--- src/rtl/alu_ctrl_pipe_if.sv ---
// Handshake bundle between the instruction-field source, the ALU control decoder and the ALU stage.
// slave = decoder view, master = producer/consumer view.
interface alu_ctrl_pipe_if;
  logic       in_valid;
  logic       in_ready;
  logic [5:0] opcode;
  logic [5:0] funct;
  logic       out_valid;
  logic       out_ready;
  logic [3:0] ALUControl;
  logic       use_shamt;
  logic       illegal;
  logic [7:0] illegal_count;

  modport slave (
    input  in_valid, opcode, funct, out_ready,
    output in_ready, out_valid, ALUControl, use_shamt, illegal, illegal_count
  );

  modport master (
    output in_valid, opcode, funct, out_ready,
    input  in_ready, out_valid, ALUControl, use_shamt, illegal, illegal_count
  );
endinterface

--- src/rtl/alu_ctrl_pipe.sv ---
// ALU control decode into a 2-entry skid FIFO; 1-cycle latency, registered in_ready drops when full.
// Optional ALU_CTRL_VAR_SHIFT_EN adds register-amount shifts (funct 0x04/0x06/0x07).
module alu_ctrl_pipe (
  input  logic             clk,
  input  logic             rst,
  alu_ctrl_pipe_if.slave   bus
);

  localparam logic [3:0] ALU_ADD = 4'b0000;
  localparam logic [3:0] ALU_SUB = 4'b0001;
  localparam logic [3:0] ALU_AND = 4'b0010;
  localparam logic [3:0] ALU_OR  = 4'b0011;
  localparam logic [3:0] ALU_XOR = 4'b0100;
  localparam logic [3:0] ALU_LUI = 4'b0101;
  localparam logic [3:0] ALU_SLL = 4'b0110;
  localparam logic [3:0] ALU_SRL = 4'b0111;
  localparam logic [3:0] ALU_SRA = 4'b1000;

  typedef struct packed {
    logic [3:0] alu_ctrl;
    logic       use_shamt;
    logic       illegal;
  } dec_t;

  localparam dec_t DEC_NONE = '{alu_ctrl: ALU_ADD, use_shamt: 1'b0, illegal: 1'b0};

  function automatic dec_t decode(input logic [5:0] op, input logic [5:0] fn);
    dec_t d;
    d = DEC_NONE;
    if (op == 6'h00) begin
      case (fn)
        6'h20, 6'h21: d.alu_ctrl = ALU_ADD;
        6'h22, 6'h23: d.alu_ctrl = ALU_SUB;
        6'h24:        d.alu_ctrl = ALU_AND;
        6'h25:        d.alu_ctrl = ALU_OR;
        6'h26:        d.alu_ctrl = ALU_XOR;
        6'h00: begin d.alu_ctrl = ALU_SLL; d.use_shamt = 1'b1; end
        6'h02: begin d.alu_ctrl = ALU_SRL; d.use_shamt = 1'b1; end
        6'h03: begin d.alu_ctrl = ALU_SRA; d.use_shamt = 1'b1; end
`ifdef ALU_CTRL_VAR_SHIFT_EN
        // Shift amount comes from a register, so the B operand is not shamt.
        6'h04:        d.alu_ctrl = ALU_SLL;
        6'h06:        d.alu_ctrl = ALU_SRL;
        6'h07:        d.alu_ctrl = ALU_SRA;
`endif
        default:      d.illegal = 1'b1;
      endcase
    end else begin
      case (op)
        6'h08, 6'h09, 6'h23, 6'h2B: d.alu_ctrl = ALU_ADD;
        6'h04, 6'h05:               d.alu_ctrl = ALU_SUB;
        6'h0C:                      d.alu_ctrl = ALU_AND;
        6'h0D:                      d.alu_ctrl = ALU_OR;
        6'h0E:                      d.alu_ctrl = ALU_XOR;
        6'h0F:                      d.alu_ctrl = ALU_LUI;
        default:                    d.illegal  = 1'b1;
      endcase
    end
    return d;
  endfunction

  dec_t       head_q, head_d;
  dec_t       tail_q, tail_d;
  logic [1:0] cnt_q, cnt_d;
  logic       in_ready_q, in_ready_d;
  logic [7:0] illegal_count_q, illegal_count_d;

  dec_t       in_dec;
  logic       push;
  logic       pop;

  assign in_dec = decode(bus.opcode, bus.funct);

  always_comb begin
    head_d          = head_q;
    tail_d          = tail_q;
    cnt_d           = cnt_q;
    illegal_count_d = illegal_count_q;

    // in_ready_q is already low when full, so a pop never frees a slot for the same edge.
    push = bus.in_valid && in_ready_q;
    pop  = (cnt_q != 2'd0) && bus.out_ready;

    unique case ({push, pop})
      2'b10: begin
        if (cnt_q == 2'd0) head_d = in_dec;
        else               tail_d = in_dec;
        cnt_d = cnt_q + 2'd1;
      end
      2'b01: begin
        // Emptied slots are zeroed so the outputs read 0 whenever out_valid is low.
        head_d = (cnt_q == 2'd2) ? tail_q : DEC_NONE;
        tail_d = DEC_NONE;
        cnt_d  = cnt_q - 2'd1;
      end
      2'b11: begin
        head_d = in_dec;
      end
      default: ;
    endcase

    if (pop && head_q.illegal && (illegal_count_q != 8'hFF))
      illegal_count_d = illegal_count_q + 8'd1;

    in_ready_d = (cnt_d != 2'd2);
  end

  always_ff @(posedge clk or posedge rst) begin
    if (rst) begin
      head_q          <= DEC_NONE;
      tail_q          <= DEC_NONE;
      cnt_q           <= 2'd0;
      in_ready_q      <= 1'b0;
      illegal_count_q <= 8'd0;
    end else begin
      head_q          <= head_d;
      tail_q          <= tail_d;
      cnt_q           <= cnt_d;
      in_ready_q      <= in_ready_d;
      illegal_count_q <= illegal_count_d;
    end
  end

  assign bus.in_ready      = in_ready_q;
  assign bus.out_valid     = (cnt_q != 2'd0);
  assign bus.ALUControl    = head_q.alu_ctrl;
  assign bus.use_shamt     = head_q.use_shamt;
  assign bus.illegal       = head_q.illegal;
  assign bus.illegal_count = illegal_count_q;

endmodule

--- src/flat_wrapper.sv ---
// flat-port wrapper written by rule: the top's interface ports become plain ports
module alu_ctrl_pipe_flat 
  (clk, rst, bus_in_valid, bus_opcode, bus_funct, bus_out_ready, bus_in_ready, bus_out_valid, bus_ALUControl, bus_use_shamt, bus_illegal, bus_illegal_count);
  alu_ctrl_pipe_if bus_i ();
  input  logic clk;
  input  logic rst;
  input wire logic [$bits(bus_i.in_valid)-1:0] bus_in_valid;
  input wire logic [$bits(bus_i.opcode)-1:0] bus_opcode;
  input wire logic [$bits(bus_i.funct)-1:0] bus_funct;
  input wire logic [$bits(bus_i.out_ready)-1:0] bus_out_ready;
  output wire logic [$bits(bus_i.in_ready)-1:0] bus_in_ready;
  output wire logic [$bits(bus_i.out_valid)-1:0] bus_out_valid;
  output wire logic [$bits(bus_i.ALUControl)-1:0] bus_ALUControl;
  output wire logic [$bits(bus_i.use_shamt)-1:0] bus_use_shamt;
  output wire logic [$bits(bus_i.illegal)-1:0] bus_illegal;
  output wire logic [$bits(bus_i.illegal_count)-1:0] bus_illegal_count;
  assign bus_i.in_valid = bus_in_valid;
  assign bus_i.opcode = bus_opcode;
  assign bus_i.funct = bus_funct;
  assign bus_i.out_ready = bus_out_ready;
  assign bus_in_ready = bus_i.in_ready;
  assign bus_out_valid = bus_i.out_valid;
  assign bus_ALUControl = bus_i.ALUControl;
  assign bus_use_shamt = bus_i.use_shamt;
  assign bus_illegal = bus_i.illegal;
  assign bus_illegal_count = bus_i.illegal_count;
  alu_ctrl_pipe u_core (.clk(clk), .rst(rst), .bus(bus_i));
endmodule
--- config.mk ---
export PLATFORM = sky130hd
export DESIGN_NAME = alu_ctrl_pipe_flat
export DESIGN_NICKNAME = d
export VERILOG_FILES = /design/src/rtl/alu_ctrl_pipe_if.sv /design/src/rtl/alu_ctrl_pipe.sv /design/src/flat_wrapper.sv
export SDC_FILE = /design/constraint.sdc
export NUM_CORES = 1
export LEC_CHECK = 0
export BUFFER_PORTS_ARGS = -buffer_cell sky130_fd_sc_hd__buf_2
export CAP_MARGIN = 20
export CORE_ASPECT_RATIO = 1.25
export CORE_MARGIN = 2
export CORE_UTILIZATION = 47
export DETAILED_ROUTE_END_ITERATION = 16
export GPL_ROUTABILITY_DRIVEN = 0
export HOLD_SLACK_MARGIN = 0.1
export MAX_ROUTING_LAYER = met4
export PLACE_DENSITY = 0.85
export REMOVE_ABC_BUFFERS = 1
export SLEW_MARGIN = 10
export SYNTH_ARGS = -nofsm -noshare
export SYNTH_HDL_FRONTEND = slang
export SYNTH_SLANG_ARGS = --single-unit
export TNS_END_PERCENT = 50
--- constraint.sdc ---
create_clock -name clk -period 1.9 [get_ports clk]
set_input_delay 0.095 -clock clk [delete_from_list [all_inputs] [get_ports clk]]
set_output_delay 0.095 -clock clk [all_outputs]
set_load 0.02 [all_outputs]
# Word-level counts from Yosys, hierarchy flattened
# Index checks and enable logic that the tools add are counted.
[op_classes]
addsub = 3
n_mul = 0
div_mod_pow = 0
order_cmp = 0
n_eq_ne = 27
shift = 0
n_mux = 14
bitwise = 0
n_reduce_logical = 17
[op_table]
columns = ["op", "n"]
rows = [
  ["6-bit equality test (second input constant)", 9],
  ["6-bit by 4-bit equality test with 1-bit output (second input constant)", 6],
  ["4-bit case mux with 7 select lines", 1],
  ["10-bit OR reduction", 2],
  ["6-bit two-way mux", 3],
  ["6-bit case mux with 3 select lines", 1],
  ["3-bit case mux with 5 select lines", 1],
  ["6-bit by 2-bit equality test with 1-bit output (second input constant)", 2],
  ["6-bit by 3-bit equality test with 1-bit output (second input constant)", 2],
  ["6-bit zero test", 2],
  ["6-bit case mux with 2 select lines", 1],
  ["8-bit by 1-bit adder with 8-bit output (second input constant)", 1],
  ["8-bit inequality test (second input constant)", 1],
  ["2-bit equality test (second input constant)", 3],
  ["1-bit two-way mux", 5],
  ["1-bit logical AND", 4],
  ["4-bit two-way mux", 1],
  ["2-bit inequality test (second input constant)", 2],
  ["2-bit case mux with 2 select lines", 1],
  ["2-bit AND reduction", 2],
  ["2-bit nonzero test", 2],
  ["2-bit OR reduction", 2],
  ["3-bit nonzero test", 1],
  ["3-bit OR reduction", 1],
  ["other kinds (5)", 5],
]
[totals]
reg_bits = 23
latchBits = 0
mem_bits_rw = 0
rom_bits = 0
output_inout_bits = 16
mem_count = 0

# Depth between registers and ports, before layout
# Gate-level depths: netlist (run 1).
[depth]
depth_word = 6
ltp_mapped = 9
depth_no_buf = 8

# Least setup slack after synthesis (run 1)
# OpenSTA, ideal clock, no wires.
[synth_timing]
kind = "flip-flop to flip-flop"
startpoint = "register u_core.cnt_q[0]"
endpoint = "register u_core.tail_q[1] (netlist bit)"
arrival_ns = 1.790
setup_slack_ns = -0.015
stages_incl_launch_ff = 7
n_path_buf = 1
period_less_slack_ns = 1.915
path_cell_list = "dfrtp_1 -> nor2_1 -> nor2b_1 -> ha_1 -> clkbuf_1 -> o21ai_1 -> mux2_2"
[synth_via]
elab_chain_len = 5
word_cells_on_any_way = 9
cone_classes = "eq/ne (3); mux (1); reduce/logical (5)"
[synth_rtl]
columns = ["item", "line", "source"]
rows = [
  ["start, declared", "alu_ctrl_pipe.sv:64", "logic [1:0] cnt_q, cnt_d;"],
  ["start signal, assigned", "alu_ctrl_pipe.sv:118", "cnt_q <= cnt_d;"],
  ["2-bit nonzero test", "alu_ctrl_pipe.sv:82", "pop = (cnt_q != 2'd0) && bus.out_ready;"],
  ["1-bit logical AND", "alu_ctrl_pipe.sv:82", ""],
  ["2-bit equality test or 2-bit by 1-bit equality test with 1-bit output (tied branches)", "alu_ctrl_pipe.sv:84", "unique case ({push, pop})"],
  ["2-bit inequality test (no source line) or 2-bit nonzero test (tied branches)", "-", ""],
  ["2-bit AND reduction (no source line)", "-", ""],
  ["end signal, assigned", "alu_ctrl_pipe.sv:117", "tail_q <= tail_d;"],
  ["end, declared", "alu_ctrl_pipe.sv:63", "dec_t tail_q, tail_d;"],
]
# Parallel ways exist; a longest one is shown, timed or not.
# A chain may end at the register's enable or synchronous reset.

# Worst setup path after layout (run 1)
[layout_timing]
startpoint = "register u_core.cnt_q[1]"
endpoint = "register u_core.head_q, in the netlist u_core.bus.ALUControl[0]"
[layout_via]
elab_chain_len = 5
word_cells_on_any_way = 12
cone_classes = "eq/ne (5); mux (2); reduce/logical (5)"
[layout_rtl]
columns = ["item", "line", "source"]
rows = [
  ["2-bit nonzero test", "alu_ctrl_pipe.sv:82", ""],
  ["1-bit logical AND", "alu_ctrl_pipe.sv:82", ""],
  ["2-bit equality test or 2-bit by 1-bit equality test with 1-bit output (tied branches)", "alu_ctrl_pipe.sv:84", ""],
  ["2-bit by 1-bit inequality test with 1-bit output (no source line) or 3-bit nonzero test (tied branches)", "-", ""],
  ["2-bit AND reduction (no source line)", "-", ""],
  ["end signal, assigned", "alu_ctrl_pipe.sv:110", "head_q <= DEC_NONE;"],
  ["end signal, assigned", "alu_ctrl_pipe.sv:116", "head_q <= head_d;"],
  ["end, declared", "alu_ctrl_pipe.sv:62", "dec_t head_q, head_d;"],
]
# Parallel ways exist; a longest one is shown, timed or not.

==> impl_metrics.sql, run 1 <==
INSERT INTO impl_metrics (metric_group, metric, value, unit) VALUES
('place', 'buffer_ports.inserted', '31', ''),
('synth', 'yosys_register_bits', '23', ''),
('clock_network', 'clock_insertion_delay_worst_skew', '0.32', 'ns'),
('job', 'max_cap_violations', '0', ''),
('power_and_ir_drop', 'power_density', '1280', 'nW/um^2'),
('sta', 'timing.final.hold_violations', '0', ''),
('global_routing', 'globalRouteTotalUtil', '20.2', '%'),
('synth', 'yosysSeqAreaShare', '45.4', '%'),
('worst_setup_path', 'worstPathRequired', '2.15', 'ns'),
('die', 'floorplan.die.width', '50.5', 'um'),
('synth', 'ys_warn_count', '0', ''),
('worst_setup_path', 'worst-path-max-fanout', '8', ''),
('worst_setup_path', 'crit_type', 'reg -> reg', ''),
('synth', 'ys_top_cells_by_count', '23 x dfrtp_1, 22 x nand2_1, 13 x nor2_1, 8 x inv_1, 7 x a21oi_1', ''),
('worst_setup_path', 'critical_path.endpoint_type', 'flop', ''),
('route', 'detail_route.first_pass.iterations', '4', ''),
('synth', 'yosys.area_share.adder', '2.96', '%'),
('sta', 'fin_crit_sh', '94.8', '%'),
('finish', 'synthToLayoutAreaGrowth', '20.3', '%'),
('global_routing', 'maximum_number_of_pins_on_one_net_before_global_route_repair', '24', ''),
('route', 'vias', '1102', ''),
('synth', 'ys_dominant_reg_cell', 'dfrtp_1', ''),
('synth', 'synth-compound-area-share', '16.5', '%'),
('die', 'die_area', '3130', 'sq um'),
('worst_setup_path', 'worst_setup_path_start_kind', 'flop', ''),
('finish', 'final_layout_size_suffix_gt1_share', '29.5', '%'),
('min_path', 'timing.hold.worst.class', 'in -> reg', ''),
('place', 'dp_hpwl', '2120', 'um'),
('clock_network', 'cts_inserted_buffers', '3', ''),
('route', 'wirelength', '2670', 'um'),
('synth', 'syn-instance-count', '136', ''),
('global_routing', 'antenna_violations_before_repair', '0', ''),
('synth', 'yosys.cell_count.top_type', 'dfrtp_1', ''),
('global_routing', 'globalRoute.totalOverflow', '0', ''),
('sta', 'setup_total_negative_slack', '0', 'ns'),
('sta', 'rsz_0062_raised_after_global_routing', 'false', ''),
('route', 'ant_nets', '0', ''),
('global_routing', 'first_global_vias', '1094', ''),
('global_routing', 'grt_pass1_wl', '4570', 'um'),
('sta', 'drv_slew', '0', ''),
('synth', 'number_of_synthesized_flops_with_an_enable_pin', '0', ''),
('finish', 'antennaDiodeCount', '0', ''),
('synth', 'synthDistinctLibCells', '36', ''),
('clock_network', 'clk_path_buf_depth', '2', ''),
('sta', 'timing_worst_slew_pin_value', '0.832', 'ns'),
('power_and_ir_drop', 'irDropWorstVdd', '0.549', 'mV'),
('sta', 'max_slew_margin', '44.5', '%'),
('synth', 'post-synth-top-area-cell', 'dfrtp_1', ''),
('die', 'initial_core_util', '48.3', '%'),
('clock_network', 'post_cts.repair.setup_buffers', '0', ''),
('synth', 'post_synthesis_mean_instance_area', '9.33', 'sq um'),
('sta', 'fmax_achieved', '555', 'MHz'),
('outcome', 'run_status', 'completed', ''),
('clock_network', 'cts_num_sinks', '23', ''),
('power_and_ir_drop', 'leakagePower', '0.739', 'nW'),
('synth', 'synth_top_family_by_area', 'simple AND/OR/NAND/NOR gates', ''),
('synth', 'syn-cell-area', '1270', 'sq um'),
('clock_network', 'htree_levels', '1', ''),
('synth', 'synth_top_cells_by_area', 'dfrtp_1 45%, nand2_1 6.5%, nor2_1 3.8%', ''),
('clock_network', 'clock_tree_from_tritoncts', 'yes', ''),
('finish', 'final_core_util', '58.1', '%'),
('synth', 'synthXorXnorAreaFrac', '6.90', '%'),
('sta', 'report.final.setup_viol', '0', ''),
('die', 'die_height', '62.1', 'um'),
('route', 'drt-initial-drc-count', '31', ''),
('synth', 'synth_mux_area_share', '3.55', '%'),
('die', 'placement_rows', '21', ''),
('sta', 'worst_clock_skew', '0.000767', 'ns'),
('synth', 'netlist.area_leader.share', '45.4', '%'),
('route', 'vias_per_cell', '5.32', ''),
('die', 'floorplan.io_pins', '32', ''),
('worst_setup_path', 'critical_path_arrival', '2.05', 'ns'),
('clock_network', 'clock_tree.root_cell', 'clkbuf_4', ''),
('finish', 'nNetsFinal', '193', ''),
('clock_network', 'worst_setup_hold_path_clk_slew', '0.12', 'ns'),
('sta', 'period_minus_slack', '1.80', 'ns'),
('synth', 'synthesized_area_fraction_occupied_by_and_or_nand_nor_cells', '21.4', '%'),
('route', 'routed_len_inst', '12.9', 'um'),
('synth', 'async_flop_share', '100', '%'),
('route', 'post_detailed_route_drc_marker_count', '0', ''),
('die', 'placeableCoreArea', '2630', 'sq um');
[routing by layer]
layer	vias to the layer above	global-route usage (%)	wire length, um
met2	32	38.0	1410
met5	-	-	0
met1	518	20.8	1070
li1	547	-	-
met3	5	2.87	141
met4	0	10.4	49
[where the power goes]
part           leakage, nW  switching (W)  internal [W]  total, W
sequential           0.290       0.000134      0.000658  0.000791
combinational        0.430       0.000566      0.000370  0.000936
clock               0.0177       0.000151     0.0000791  0.000230
total                0.739       0.000851       0.00111   0.00196
[area by class of cell]
| cell class | count | area (sq um) |
|---|---|---|
| Fill cell | 251 | 1100 |
| Multi-Input combinational cell | 102 | 659 |
| Sequential cell | 23 | 576 |
| Timing Repair Buffer | 35 | 188 |
| Tap cell | 34 | 42.5 |
| Inverter | 9 | 33.8 |
| Clock buffer | 3 | 22.5 |
| Clock inverter | 1 | 5.00 |
[state kept, by name (all words and copies together) (netlist names)]
signal                    flops
u_core.bus.ALUControl         4
u_core.bus.illegal            1
u_core.bus.illegal_count      8
u_core.bus.in_ready           1
u_core.bus.use_shamt          1
u_core.cnt_q                  2
u_core.tail_q                 6
[kinds of logic (layout without fill, tap and decap cells)]
| kind of cell | Yosys count | in the layout |
|---|---|---|
| compound gates | 27 | 27 |
| flops | 23 | 23 |
| simple gates | 58 | 58 |
| xor+xnor | 10 | 10 |
| mux | 4 | 4 |
| fa+ha+maj | 3 | 3 |
| buf+inv | 11 | 48 |
[path summary, 6_finish.rpt]
| kind | from | endpoint | slack [ns] | cells after the start |
|---|---|---|---|---|
| max reg2reg | u_core.cnt_q[1]$_DFF_PP0_ | u_core.bus.ALUControl[0]$_DFFE_PP0P_ | 0.1 | 5 |
| min in group asynchronous | rst | u_core.bus.ALUControl[3]$_DFFE_PP0P_ | 0.47 | 3 |
| max | u_core.cnt_q[1]$_DFF_PP0_ | u_core.bus.ALUControl[0]$_DFFE_PP0P_ | 0.1 | 5 |
| min reg2reg | u_core.bus.illegal_count[5]$_DFFE_PP0P_ | u_core.bus.illegal_count[5]$_DFFE_PP0P_ | 0.49 | 1 |
| min | bus_opcode[4] | u_core.tail_q[0]$_DFFE_PP0P_ | 0.1 | 3 |
| max in group asynchronous | rst | u_core.cnt_q[0]$_DFF_PP0_ | 0.93 | 3 |
[placed cells by master (no fill, tap or decap), types with 2 or more instances in the layout]
| master | instances |
|---|---|
| xnor2_1 | 5 |
| nor2_1 | 12 |
| a22oi_1 | 2 |
| buf_4 | 3 |
| o21ai_1 | 4 |
| a21oi_1 | 6 |
| xor2_1 | 5 |
| mux2_2 | 4 |
| nor2b_1 | 3 |
| buf_2 | 31 |
| nand4_1 | 3 |
| inv_1 | 8 |
| o22a_1 | 3 |
| and3_1 | 2 |
| dfrtp_1 | 23 |
| nand2b_1 | 4 |
| nor3_1 | 4 |
| ha_1 | 2 |
| clkbuf_4 | 3 |
| nand2_1 | 22 |
| nand3_1 | 3 |
[per-stage QoR]
step | area, sq um | instances | setup slack (ns) | hold slack [ns] | power (W)
floorplan | 1260 | 134 | 0.0583 | 0.0969 | 0.00140
global placement | 1480 | 202 | 0.176 | 0.297 | 0.00169
detailed placement | 1480 | 202 | 0.0224 | 0.305 | 0.00173
CTS | 1520 | 207 | 0.0369 | 0.109 | 0.00196
global route | 1530 | 207 | 0.0233 | 0.126 | 0.00210
finish | 1530 | 207 | 0.0983 | 0.0978 | 0.00196
[worst max-delay path, cell delays in order, from the launching register on]
cell,delay (ns)
dfrtp_1,0.44
nor2_1,0.19
nor2b_1,0.11
ha_2,0.26
or4_4,0.56
a31oi_2,0.18
[repair_timing]
item | 4_1_cts | 5_1_grt
gates resized for setup | 1 | 2
endpoints found under the setup margin | 1 | 11
hold buffers | 1 | 0
hold endpoints to repair | 23 | 0
(Power assumes the default switching activity.)
==> run 2, diff against run 1 <==
--- a/config.mk
+++ b/config.mk
@@ -9,12 +9,12 @@
 export CAP_MARGIN = 20
 export CORE_ASPECT_RATIO = 1.25
 export CORE_MARGIN = 2
-export CORE_UTILIZATION = 47
+export CORE_UTILIZATION = 56
 export DETAILED_ROUTE_END_ITERATION = 16
 export GPL_ROUTABILITY_DRIVEN = 0
 export HOLD_SLACK_MARGIN = 0.1
 export MAX_ROUTING_LAYER = met4
-export PLACE_DENSITY = 0.85
+export PLACE_DENSITY = 0.94
 export REMOVE_ABC_BUFFERS = 1
 export SLEW_MARGIN = 10
 export SYNTH_ARGS = -nofsm -noshare
==> constraint.sdc (replaced) <==
create_clock -name clk -period 2.3 [get_ports clk]
set_input_delay 0.115 -clock clk [delete_from_list [all_inputs] [get_ports clk]]
set_output_delay 0.115 -clock clk [all_outputs]
set_load 0.02 [all_outputs]
==> run 2 against run 1 <==
- utilization increased by 12 points
- die area is 15% lower
- fmax down 4.8%
- non-clock buffer count fell by 1
- clock power shrank 19%
- cell area decreased by 1.3%
- first-iteration DRC count is 74% lower
- power shrank 19%
- sequential share of layout area up 0.50 points
- worst hold slack gained 0.034 ns
- via count is 1.7% lower
- critical path depth stayed put
- critical path type unchanged
- largest cell class unchanged
- highest routed layer unchanged
==> impl_metrics.sql, run 2 (synthesis results as in run 1) <==
INSERT INTO impl_metrics (metric_group, metric, value, unit) VALUES
('route', 'routed_len_inst', '12.2', 'um'),
('sta', 'timing_worst_slew_pin_value', '0.835', 'ns'),
('die', 'placement_rows', '19', ''),
('min_path', 'worstHoldStart', 'bus_opcode[4]', ''),
('finish', 'largest_register_ffs', '8', ''),
('die', 'placeableCoreArea', '2160', 'sq um'),
('route', 'wirelength', '2480', 'um'),
('worst_setup_path', 'cell_count_of_the_worst_reg_to_reg_path', '5', ''),
('power_and_ir_drop', 'clock_power_share', '11.7', '%'),
('sta', 'rsz_0062_raised_after_global_routing', 'false', ''),
('route', 'vias', '1083', ''),
('worst_setup_path', 'worst_setup_path_start_kind', 'flop', ''),
('sta', 'fin_crit_sh', '82.3', '%'),
('clock_network', 'clock_tree_from_tritoncts', 'yes', ''),
('power_and_ir_drop', 'power_density', '1050', 'nW/um^2'),
('power_and_ir_drop', 'irDropWorstVdd', '0.563', 'mV'),
('power_and_ir_drop', 'power.combinational.fraction', '46.5', '%'),
('clock_network', 'cts_inserted_buffers', '3', ''),
('clock_network', 'clock_insertion_delay_worst_skew', '0.31', 'ns'),
('clock_network', 'clk_path_buf_depth', '2', ''),
('die', 'die_area', '2660', 'sq um'),
('worst_setup_path', 'timing.critical_path.from', 'u_core.cnt_q[0]$_DFF_PP0_', ''),
('power_and_ir_drop', 'p_int', '0.000898', 'W'),
('worst_setup_path', 'cells_along_the_critical_path', 'nor2_1 > nor2b_1 > ha_1 > or4_4 > a31oi_2', ''),
('min_path', 'timing.hold.worst.class', 'in -> reg', ''),
('finish', 'synthToLayoutAreaGrowth', '18.7', '%'),
('route', 'ant_nets', '0', ''),
('worst_setup_path', 'crit_path_max_incr_delay', '0.58', 'ns'),
('finish', 'layout.area.seq', '576', 'sq um'),
('global_routing', 'antenna_violations_before_repair', '0', ''),
('worst_setup_path', 'slowest_stage', 'or4_4', ''),
('sta', 'fmax_achieved', '528', 'MHz'),
('min_path', 'hold_path_depth', '3', ''),
('power_and_ir_drop', 'leakagePower', '0.736', 'nW'),
('die', 'initial_core_util', '58.6', '%'),
('die', 'floorplan.die.width', '46.6', 'um'),
('worst_setup_path', 'crit_buf_inv', '0', ''),
('global_routing', 'globalRoute.totalOverflow', '0', ''),
('route', 'drt-initial-drc-count', '8', ''),
('finish', 'nNetsFinal', '192', ''),
('worst_setup_path', 'critical-path-top-delay-family', 'simple AND/OR/NAND/NOR gates', ''),
('power_and_ir_drop', 'power.net_switching', '0.000689', 'W'),
('worst_setup_path', 'crit_type', 'reg -> reg', ''),
('clock_network', 'worst_setup_hold_path_clk_slew', '0.12', 'ns'),
('route', 'detail_route.first_pass.iterations', '4', ''),
('worst_setup_path', 'worstPathRequired', '2.54', 'ns'),
('finish', 'final_core_util', '69.6', '%'),
('global_routing', 'first_global_vias', '1080', ''),
('worst_setup_path', 'critical_path.endpoint_type', 'flop', ''),
('finish', 'antennaDiodeCount', '0', ''),
('clock_network', 'clock_tree.root_cell', 'clkbuf_4', ''),
('global_routing', 'maximum_number_of_pins_on_one_net_before_global_route_repair', '24', ''),
('clock_network', 'htree_levels', '1', ''),
('finish', 'most_common_library_cell_in_the_layout_ignoring_fill_and_taps', 'buf_2', ''),
('sta', 'worst_clock_skew', '0.00214', 'ns'),
('global_routing', 'grt_pass1_wl', '4380', 'um'),
('place', 'buffer_ports.inserted', '31', ''),
('job', 'max_cap_violations', '0', ''),
('power_and_ir_drop', 'pwr-share-seq', '41.7', '%'),
('clock_network', 'post_cts.resized_instances', '0', ''),
('power_and_ir_drop', 'netSwitchingFraction', '43.4', '%'),
('place', 'dp_hpwl', '2010', 'um'),
('finish', 'final_layout_size_suffix_gt1_share', '27.3', '%'),
('finish', 'layout.filler_cells', '161', ''),
('outcome', 'run_status', 'completed', ''),
('route', 'post_detailed_route_drc_marker_count', '0', ''),
('worst_setup_path', 'reg2reg_from', 'u_core.cnt_q[0]$_DFF_PP0_', ''),
('sta', 'drv_slew', '0', ''),
('finish', 'mostFrequentLayoutCells', '31 x buf_2, 23 x dfrtp_1, 22 x nand2_1', ''),
('die', 'floorplan.io_pins', '32', ''),
('die', 'die_height', '57.2', 'um'),
('sta', 'max_slew_margin', '44.3', '%'),
('clock_network', 'cts_num_sinks', '23', ''),
('clock_network', 'cts_hold_buf', '1', ''),
('sta', 'setup_total_negative_slack', '0', 'ns'),
('clock_network', 'post_cts.repair.setup_buffers', '0', ''),
('sta', 'report.final.setup_viol', '0', ''),
('sta', 'period_minus_slack', '1.89', 'ns'),
('global_routing', 'globalRouteTotalUtil', '22.9', '%'),
('worst_setup_path', 'critical_path_arrival', '2.14', 'ns'),
('worst_setup_path', 'path_depth', '5', ''),
('worst_setup_path', 'worst-path-max-fanout', '8', ''),
('route', 'vias_per_cell', '5.33', ''),
('sta', 'timing.final.hold_violations', '0', ''),
('finish', 'multiInputGateArea', '651', 'sq um');
run 2: area by class of cell:
| type | count | area share (%) |
|---|---|---|
| Inverter | 9 | 2.24 |
| Clock buffer | 3 | 1.50 |
| Tap cell | 31 | 2.57 |
| Clock inverter | 1 | 0.332 |
| Multi-Input combinational cell | 102 | 43.2 |
| Timing Repair Buffer | 34 | 12.0 |
| Sequential cell | 23 | 38.2 |
run 2: final timing paths:
path	end	slack, ns
max in group asynchronous	u_core.bus.illegal_count[0]$_DFFE_PP0P_	1.29
min reg2reg	u_core.bus.illegal_count[5]$_DFFE_PP0P_	0.50
min	u_core.tail_q[0]$_DFFE_PP0P_	0.13
max	u_core.bus.ALUControl[0]$_DFFE_PP0P_	0.41
max reg2reg	u_core.bus.ALUControl[0]$_DFFE_PP0P_	0.41
min in group asynchronous	u_core.bus.use_shamt$_DFFE_PP0P_	0.50
run 2: worst reg2reg max path, stage by stage, from the launching register on:
cell,delay (ns)
dfrtp_1,0.45
nor2_1,0.21
nor2b_1,0.10
ha_1,0.31
or4_4,0.58
a31oi_2,0.17
run 2: power by group through the flow:
stage | logic, W | registers (W) | clock network [W]
2_1_floorplan | 0.000380 | 0.000780 | 0
3_3_place_gp | 0.000711 | 0.000661 | 0
3_5_place_dp | 0.000746 | 0.000670 | 0
4_1_cts | 0.000747 | 0.000663 | 0.000189
5_1_grt | 0.000830 | 0.000682 | 0.000205
6_report | 0.000738 | 0.000662 | 0.000186
run 2: routing by layer:
metal	GRT usage, %	share of wire, %	vias to the layer above
met5	-	0	-
met4	9.80	1.5	0
met3	1.90	3.5	4
met2	38.9	52	27
met1	26.7	43	502
li1	-	-	550
run 2: metrics by stage:
step | power (W) | cell area (sq um) | cells | setup WS, ns | hold WS, ns
CTS | 0.00160 | 1510 | 203 | 0.402 | 0.127
finish | 0.00159 | 1510 | 203 | 0.407 | 0.132
global placement | 0.00137 | 1470 | 198 | 0.542 | 0.306
floorplan | 0.00116 | 1260 | 134 | 0.458 | 0.117
global route | 0.00172 | 1510 | 203 | 0.168 | 0.141
detailed placement | 0.00142 | 1470 | 198 | 0.432 | 0.324
